### src/rtl/alu_share_arb.sv
// Round-robin sequencer sharing one registered ADD/SUB/SLT/SLTU ALU between NREQ requesters.
// One transaction at a time: accept in IDLE, compute in EXEC, hold the response in RESP until taken.
module alu_share_arb #(
  parameter int NREQ = 4,
  parameter int W    = 32,
  parameter int IDW  = 2
) (
  input  logic                clk,
  input  logic                rst_n,
  input  logic [NREQ-1:0]     req_valid,
  output logic [NREQ-1:0]     req_ready,
  input  logic [2*NREQ-1:0]   req_op,
  input  logic [W*NREQ-1:0]   req_a,
  input  logic [W*NREQ-1:0]   req_b,
  output logic                rsp_valid,
  input  logic                rsp_ready,
  output logic [IDW-1:0]      rsp_id,
  output logic [W-1:0]        rsp_data,
  output logic                rsp_ovf,
  output logic                busy
);

  typedef enum logic [1:0] {
    S_IDLE = 2'd0,
    S_EXEC = 2'd1,
    S_RESP = 2'd2
  } state_t;

  localparam logic [1:0] OP_ADD  = 2'b00;
  localparam logic [1:0] OP_SUB  = 2'b01;
  localparam logic [1:0] OP_SLT  = 2'b10;

  state_t           r_state;
  logic [IDW-1:0]   r_last_grant;
  logic [IDW-1:0]   r_id;
  logic [1:0]       r_op;
  logic [W-1:0]     r_a;
  logic [W-1:0]     r_b;
  logic [W-1:0]     r_rsp_data;
  logic             r_rsp_ovf;
  logic             r_rsp_valid;
  logic             r_busy;

  logic             w_any;
  logic [IDW-1:0]   w_grant;
  logic [IDW-1:0]   w_idx;
  logic [NREQ-1:0]  w_req_ready;
  logic [W-1:0]     w_sum;
  logic [W-1:0]     w_diff;
  logic             w_add_ovf;
  logic             w_sub_ovf;
  logic             w_slt;
  logic             w_sltu;
  logic [W-1:0]     w_alu_data;
  logic             w_alu_ovf;

  // Scan upward from the requester after the last one served, wrapping at NREQ.
  always_comb begin
    w_any   = 1'b0;
    w_grant = '0;
    w_idx   = '0;
    for (int k = 1; k <= NREQ; k++) begin
      w_idx = IDW'((int'(r_last_grant) + k) % NREQ);
      if (!w_any && req_valid[w_idx]) begin
        w_any   = 1'b1;
        w_grant = w_idx;
      end
    end
  end

  // NOTE: req_ready is combinational, so it is masked by rst_n to read 0 while reset is held.
  always_comb begin
    w_req_ready = '0;
    if (rst_n && (r_state == S_IDLE) && w_any) begin
      w_req_ready[w_grant] = 1'b1;
    end
  end

  assign w_sum     = r_a + r_b;
  assign w_diff    = r_a - r_b;
  assign w_add_ovf = (r_a[W-1] == r_b[W-1]) && (w_sum[W-1]  != r_a[W-1]);
  assign w_sub_ovf = (r_a[W-1] != r_b[W-1]) && (w_diff[W-1] != r_a[W-1]);
  // Signed less-than stays correct when the subtraction overflows.
  assign w_slt     = w_diff[W-1] ^ w_sub_ovf;
  assign w_sltu    = (r_a < r_b);

  always_comb begin
    w_alu_data = '0;
    w_alu_ovf  = 1'b0;
    case (r_op)
      OP_ADD: begin
        w_alu_data = w_sum;
        w_alu_ovf  = w_add_ovf;
      end
      OP_SUB: begin
        w_alu_data = w_diff;
        w_alu_ovf  = w_sub_ovf;
      end
      OP_SLT:  w_alu_data = {{(W-1){1'b0}}, w_slt};
      default: w_alu_data = {{(W-1){1'b0}}, w_sltu};
    endcase
  end

  // NOTE: all sequential state uses non-blocking assignments so every flop samples pre-edge values.
  always_ff @(posedge clk or negedge rst_n) begin
    if (!rst_n) begin
      r_state      <= S_IDLE;
      r_last_grant <= IDW'(NREQ - 1);
      r_id         <= '0;
      r_op         <= '0;
      r_a          <= '0;
      r_b          <= '0;
      r_rsp_data   <= '0;
      r_rsp_ovf    <= 1'b0;
      r_rsp_valid  <= 1'b0;
      r_busy       <= 1'b0;
    end else begin
      case (r_state)
        S_IDLE: begin
          if (w_any) begin
            r_id    <= w_grant;
            r_op    <= req_op[2*w_grant +: 2];
            r_a     <= req_a[W*w_grant +: W];
            r_b     <= req_b[W*w_grant +: W];
            r_busy  <= 1'b1;
            r_state <= S_EXEC;
          end
        end
        S_EXEC: begin
          r_rsp_data  <= w_alu_data;
          r_rsp_ovf   <= w_alu_ovf;
          r_rsp_valid <= 1'b1;
          r_state     <= S_RESP;
        end
        S_RESP: begin
          // Fairness pointer advances only once the result has actually been consumed.
          if (rsp_ready) begin
            r_last_grant <= r_id;
            r_rsp_valid  <= 1'b0;
            r_busy       <= 1'b0;
            r_state      <= S_IDLE;
          end
        end
        default: r_state <= S_IDLE;
      endcase
    end
  end

  assign req_ready = w_req_ready;
  assign rsp_valid = r_rsp_valid;
  assign rsp_id    = r_id;
  assign rsp_data  = r_rsp_data;
  assign rsp_ovf   = r_rsp_ovf;
  assign busy      = r_busy;

endmodule

### config.mk
export PLATFORM = sky130hd
export DESIGN_NAME = alu_share_arb
export DESIGN_NICKNAME = d
export VERILOG_FILES = /design/src/rtl/alu_share_arb.sv
export SDC_FILE = /design/constraint.sdc
export NUM_CORES = 1
export LEC_CHECK = 0
export ABC_AREA = 1
export BUFFER_PORTS_ARGS = -buffer_cell sky130_fd_sc_hd__buf_4
export CAP_MARGIN = 5
export CORE_MARGIN = 3
export CORE_UTILIZATION = 38
export CTS_CLUSTER_DIAMETER = 40
export DETAILED_ROUTE_END_ITERATION = 10
export PLACE_DENSITY_LB_ADDON = 0.2
export SETUP_SLACK_MARGIN = 0.1
export SYNTH_ARGS = -nofsm -noshare
export SYNTH_HDL_FRONTEND = slang
export SYNTH_SLANG_ARGS = --single-unit
### constraint.sdc
create_clock -name clk -period 2.9 [get_ports clk]
set_clock_uncertainty 0.15 [all_clocks]
set_input_delay 0.725 -clock clk [delete_from_list [all_inputs] [get_ports clk]]
set_output_delay 0.725 -clock clk [all_outputs]
set_load 0.05 [all_outputs]
Word level (Yosys, flattened, before mapping). Index checks and enable logic that the tools add are counted. Widths: inputs -> output; s select.

Add/subtract/negate cells: 6. Multipliers: 0. Divide/modulo/power cells: 0. $lt $le $gt $ge: 7. Eq/ne operators: 10. Shift-type cells: 3. Muxes and demuxes: 28. Bitwise gates (word level): 1. Reduce and logical (&&, ||, !) cells: 20.

Operator list (number): $shiftx 128x8->32 (2); $pmux 32 s3 (1); $add 32x32->32 (1); $lt 32x32->1 (1); $sub 32x32->32 (1); $lt 2x3->1 const B (5); $mux 2 (6); $mux 1 (11); $bmux 1 s2 (4); $logic_and 1x1->1 (8); $reduce_and 2->1 (4); $shiftx 8x4->2 (1); $pmux 1 s2 (3); $pmux 2 s3 (1); $add 2x1->2 const B (2); $add 2x2->2 const B (2); $eq 2x1->1 const B (2); $eq 2x2->1 const B (2); $logic_not 2->1 (2); $mux 4 (1); $ne 2x2->1 const B (2); $reduce_bool 2->1 (2); $logic_not 1->1 (3); $ne 1x1->1 (3); 5 further kinds (5).

Register bits after elaboration: 107. Bits in latches: 0. Bits in writable memories: 0. ROM bits: 0. Bits of input ports: 271. Output and inout bits: 41. Memories kept: 0.

Depth between registers and ports, before layout.
Word-level depth: 18. Depth in mapped cells: 19.

Worst setup path before layout. No wires, ideal clock.

Path type: input -> output. From: input port req_valid[3]. To: output port req_ready[0]. Arrival: 2.874 ns. Data required time: 2.025 ns. Setup slack: -0.849 ns. Stages: 12. Path through: nand2_1 > nand2_1 > nand2_1 > nand2_1 > nor2_4 > nand3_2 > nand3_1 > buf_6 > buf_6 > buf_6 > inv_1 > nor3_1.

Longest elaborated chain between the ends: 17. Elaborated cells on any way between the ends: 29. Classes of those cells: 2 x order compare; 19 x mux; 8 x reduce/logical.

RTL lines: start: declaration (RTL line 10) `input logic [NREQ-1:0] req_valid,`; $bmux 1 s2 (RTL line 64) `if (!w_any && req_valid[w_idx]) begin`; $mux 1 (not written as such) (RTL line 64); $mux 1 (RTL line 64); $logic_not 1->1 (RTL line 64); $logic_and 1x1->1 (RTL line 64); $mux 1 (RTL line 64); $logic_not 1->1 (RTL line 64); $logic_and 1x1->1 (RTL line 64); $mux 1 (RTL line 64); $logic_not 1->1 (RTL line 64); $logic_and 1x1->1 (RTL line 64); $mux 2 (RTL line 64); $lt 2x3->1 (not written as such) or $ge 2x1->1 (tied branches) (RTL line 75) `w_req_ready[w_grant] = 1'b1;`; $logic_and 1x1->1 (not written as such) (RTL line 75); $mux 1 (not written as such) (RTL line 75); $demux 1 s2 (RTL line 75); $mux 4 (*) (RTL line 74) `if (rst_n && (r_state == S_IDLE) && w_any) begin`; end: declaration (RTL line 11) `output logic [NREQ-1:0] req_ready,`.

Every way passes the cells marked *; elsewhere a longest branch is shown, timed or not. The select of a mux whose other input is x is not followed.

Worst setup path after layout.
From: register r_last_grant[0]. To: output port req_ready[2].

Longest elaborated chain between the ends: 18. Elaborated cells on any way between the ends: 33. Classes of those cells: 4 x add/sub; 2 x order compare; 19 x mux; 8 x reduce/logical.

RTL lines: start: declaration (RTL line 34) `logic [IDW-1:0] r_last_grant;`; start signal: assignment (RTL line 108) `r_last_grant <= IDW'(NREQ - 1);`; start signal: assignment (RTL line 138) `r_last_grant <= r_id;`; $add 2x1->2 (RTL line 63) `w_idx = IDW'((int'(r_last_grant) + k) % NREQ);`; $bmux 1 s2 (RTL line 64); $mux 1 (not written as such) (RTL line 64); $mux 1 (RTL line 64); $logic_not 1->1 (RTL line 64); $logic_and 1x1->1 (RTL line 64); $mux 1 (RTL line 64); $logic_not 1->1 (RTL line 64); (+2 left out); $logic_not 1->1 (RTL line 64); $logic_and 1x1->1 (RTL line 64); $mux 2 (RTL line 64); $lt 2x3->1 (not written as such) or $ge 2x1->1 (tied branches) (RTL line 75); $logic_and 1x1->1 (not written as such) (RTL line 75); $mux 1 (not written as such) (RTL line 75); $demux 1 s2 (RTL line 75); $mux 4 (*) (RTL line 74).

Marked as above.

==> impl_metrics.ini <==
[status]
status = finished, violations left
violations = negative setup slack

[global_routing]
grt_max_degree = 133
grt_overflow = 0
track_usage_pct = 30.6
grt_pass1_vias = 15000
grt_pass1_wl_mm = 82.1
antenna_found_initial = 3

[worst_setup_path]
critPathBufInv = 4
r2r_end = r_a[6]
cp_max_fo = 8
arrival_ps = 2330
critical_path_class = reg -> out
worstPathCellList = buf_12, inv_12, nand2_2, nand2_4, nand2_4, nand2_4, nor2_4, nand2_2, nor2_4, a21oi_4, buf_12, nor3_4, buf_6
cpMostUsedCell = nand2_4
critPathRequiredTime_ps = 2030
worstReg2RegStart = r_last_grant[0]
start_kind = flip-flop
crit_slowest_cell = dfstp_2
ff2ff_setup_slack_ps = -70
worstRegToRegCells = 22
cp_top_family = simple AND/OR/NAND/NOR gates
cp-end-kind = output pin
slowest_delay_ps = 560

[sta]
rsz0062_at_grt = true
max_freq_mhz = 312
hold_viol = 0
setup_viol = 25
layout_setup_ws_ps = -304
fin_crit_ps = 3200
fin_crit_sh_pct = 110
slew_viol_final = 0
slew_headroom_pct = 45.7
tightest_slew_ps = 815

[cells_and_area]
final_cell_mix = nand2_1 (1046), buf_4 (518), inv_1 (234)
syn_to_final_growth_pct = 46.0
fin_util_pct = 56.5
n_fill_cell = 3268
drive_gt1_share_pct = 28.1
nNetsFinal = 3027
mostFrequentLayoutCell = nand2_1

[place]
port_buffers = 311
gp_congestion = 0.981
hpwl_mm = 43.7

[floorplan]
die-area_um2 = 34500
row_count = 65
die_h_um = 186
start_util_pct = 38.7
ioPinCount = 312
coreArea_um2 = 31700
die_w_um = 186

[drt]
drtIter0Drc = 1086
routed_via_density = 5.12
final_antenna_net_count = 0
drt-pass1-iter-count = 5
vias = 15900
totalWireLength_mm = 55.8
drcViolationCount = 0
avgRoutedWirePerCell_um = 18.0

[yosys]
synth_nets = 2586
ys_seq_elements = 107
synthSimpleGateAreaFrac_pct = 52.5
muxShareOfSynthArea_pct = 0
ys_seq_area_share_pct = 21.9
avgSynthCellArea_um2 = 5.45
syn_area_um2 = 12300
synth-xor-area-share_pct = 0.571
ys_types = 37
yosysWarnings = 0
synth-compound-area-share_pct = 5.89
synth-adder-area-share_pct = 6.92
synthCells = 2249
synth_top_family_by_area = simple AND/OR/NAND/NOR gates

[worst_hold_path]
hp-start = rsp_data[21]
min_path_type = reg -> reg
hold_end = rsp_data[21]
hold_depth = 2

[clock_network]
tritoncts = built
insertion_delay_ps = 380
clock-root-buffer = clkbuf_16
clock_sinks = 107
clk_pin_slew_ps = 80
cts.htree.levels = 3
clockBufferDepth = 2
cts-buffers-inserted = 9

[job]
cap_violations = 0
[registers in the layout, summed over array words and instances, names as in the netlist]
signal and cells:
busy 1, r_a 32, r_b 32, r_last_grant 2, r_op 2, r_state 2, rsp_data 32, rsp_id 2
rsp_ovf 1, rsp_valid 1
[layer usage]
layer / vias up / track usage [%] / part of all wire (%)
met5: - / 0 / 0.036
met4: 2 / 9.15 / 3.1
met3: 89 / 3.95 / 5.8
met2: 543 / 52.0 / 48
met1: 7318 / 40.9 / 43
li1: 7908 / - / -
[per-stage QoR]
step,area (um^2),hold WS (ps),setup slack (ps),cells,TNS (ps)
3_5_place_dp,16200,313,-133,3023,-559
4_1_cts,17100,335,-276,3074,-985
5_1_grt,17900,355,-377,3099,-10660
3_3_place_gp,16200,311,-107,3023,-388
2_1_floorplan,12400,279,-164,2249,-583
6_report,17900,330,-304,3099,-1560
[logic make-up (layout without fill, tap and decap cells)]
| logic type | after synthesis | in the layout |
|---|---|---|
| xor gates and xnor gates | 8 | 8 |
| DFF | 107 | 107 |
| and+or+nand+nor | 1563 | 1563 |
| buffers and inverters | 373 | 819 |
| other | 0 | 2 |
| adders and majority gates | 66 | 66 |
| AOI/OAI and AO/OA | 132 | 132 |
[synth_stat cells]
library cell | number | area [um^2]
o21ai_1 | 2 | 10.0
o21ai_2 | 1 | 8.76
inv_4 | 1 | 6.26
nand4_1 | 145 | 907
nand2_2 | 2 | 12.5
nor2_1 | 116 | 435
o22ai_1 | 2 | 12.5
dfstp_2 | 2 | 52.6
nand3_1 | 110 | 551
buf_6 | 7 | 78.8
nor2_4 | 1 | 11.3
inv_2 | 3 | 11.3
nand2_1 | 1157 | 4340
or2_2 | 1 | 6.26
a21oi_1 | 56 | 280
o32ai_1 | 1 | 8.76
o21ai_0 | 45 | 225
nor3_1 | 21 | 105
buf_4 | 3 | 22.5
ha_1 | 63 | 788
nor4_1 | 1 | 6.26
xnor2_1 | 1 | 8.76
and3_1 | 2 | 12.5
nand3_2 | 2 | 20.0
and2_1 | 4 | 25.0
inv_1 | 246 | 923
buf_2 | 29 | 145
xor2_1 | 7 | 61.3
fa_1 | 3 | 60.1
a21oi_2 | 1 | 8.76
nand3b_1 | 1 | 7.51
a21o_1 | 1 | 7.51
clkbuf_1 | 76 | 285
o21bai_1 | 13 | 97.6
buf_1 | 8 | 30.0
dfrtp_1 | 105 | 2630
a31oi_1 | 10 | 62.6
[worst min-delay path, stage by stage, from the launching register on]
cell and delay [ps]:
dfrtp_1 350, nand2_1 50, nand2_1 50
[worst max-delay path by stage]
stage               startpoint           end  depth (start not counted)
3_5_place_dp      req_valid[0]  req_ready[3]                         13
3_3_place_gp      req_valid[3]  req_ready[3]                         13
6_report       r_last_grant[0]  req_ready[2]                         13
4_1_cts        r_last_grant[0]  req_ready[0]                         13
2_1_floorplan  r_last_grant[0]  req_ready[0]                         14
5_1_grt        r_last_grant[0]  req_ready[2]                         13
[cell type report]
class                           instances  area [um^2]  share of cell area [%]
Tap cell                              402          503                    2.81
Antenna cell                            2         5.00                  0.0279
Timing Repair Buffer                  553         4580                    25.6
Inverter                              250          956                    5.34
Multi-Input combinational cell       1769         8890                    49.6
Clock inverter                          6         58.8                   0.328
Clock buffer                           10          239                    1.33
Sequential cell                       107         2680                    15.0
[repair_timing]
action                                  in CTS  in global routing
gates resized for setup                     61                129
endpoints found under the setup margin      12                 76
buffers inserted                            34                 14
gates cloned                                 1                 11
pin swaps                                   37                 42
hold buffers                                 0                  0
Power is not shown: default switching activity piles up to over one toggle a cycle in this logic, so the estimate is an artifact.
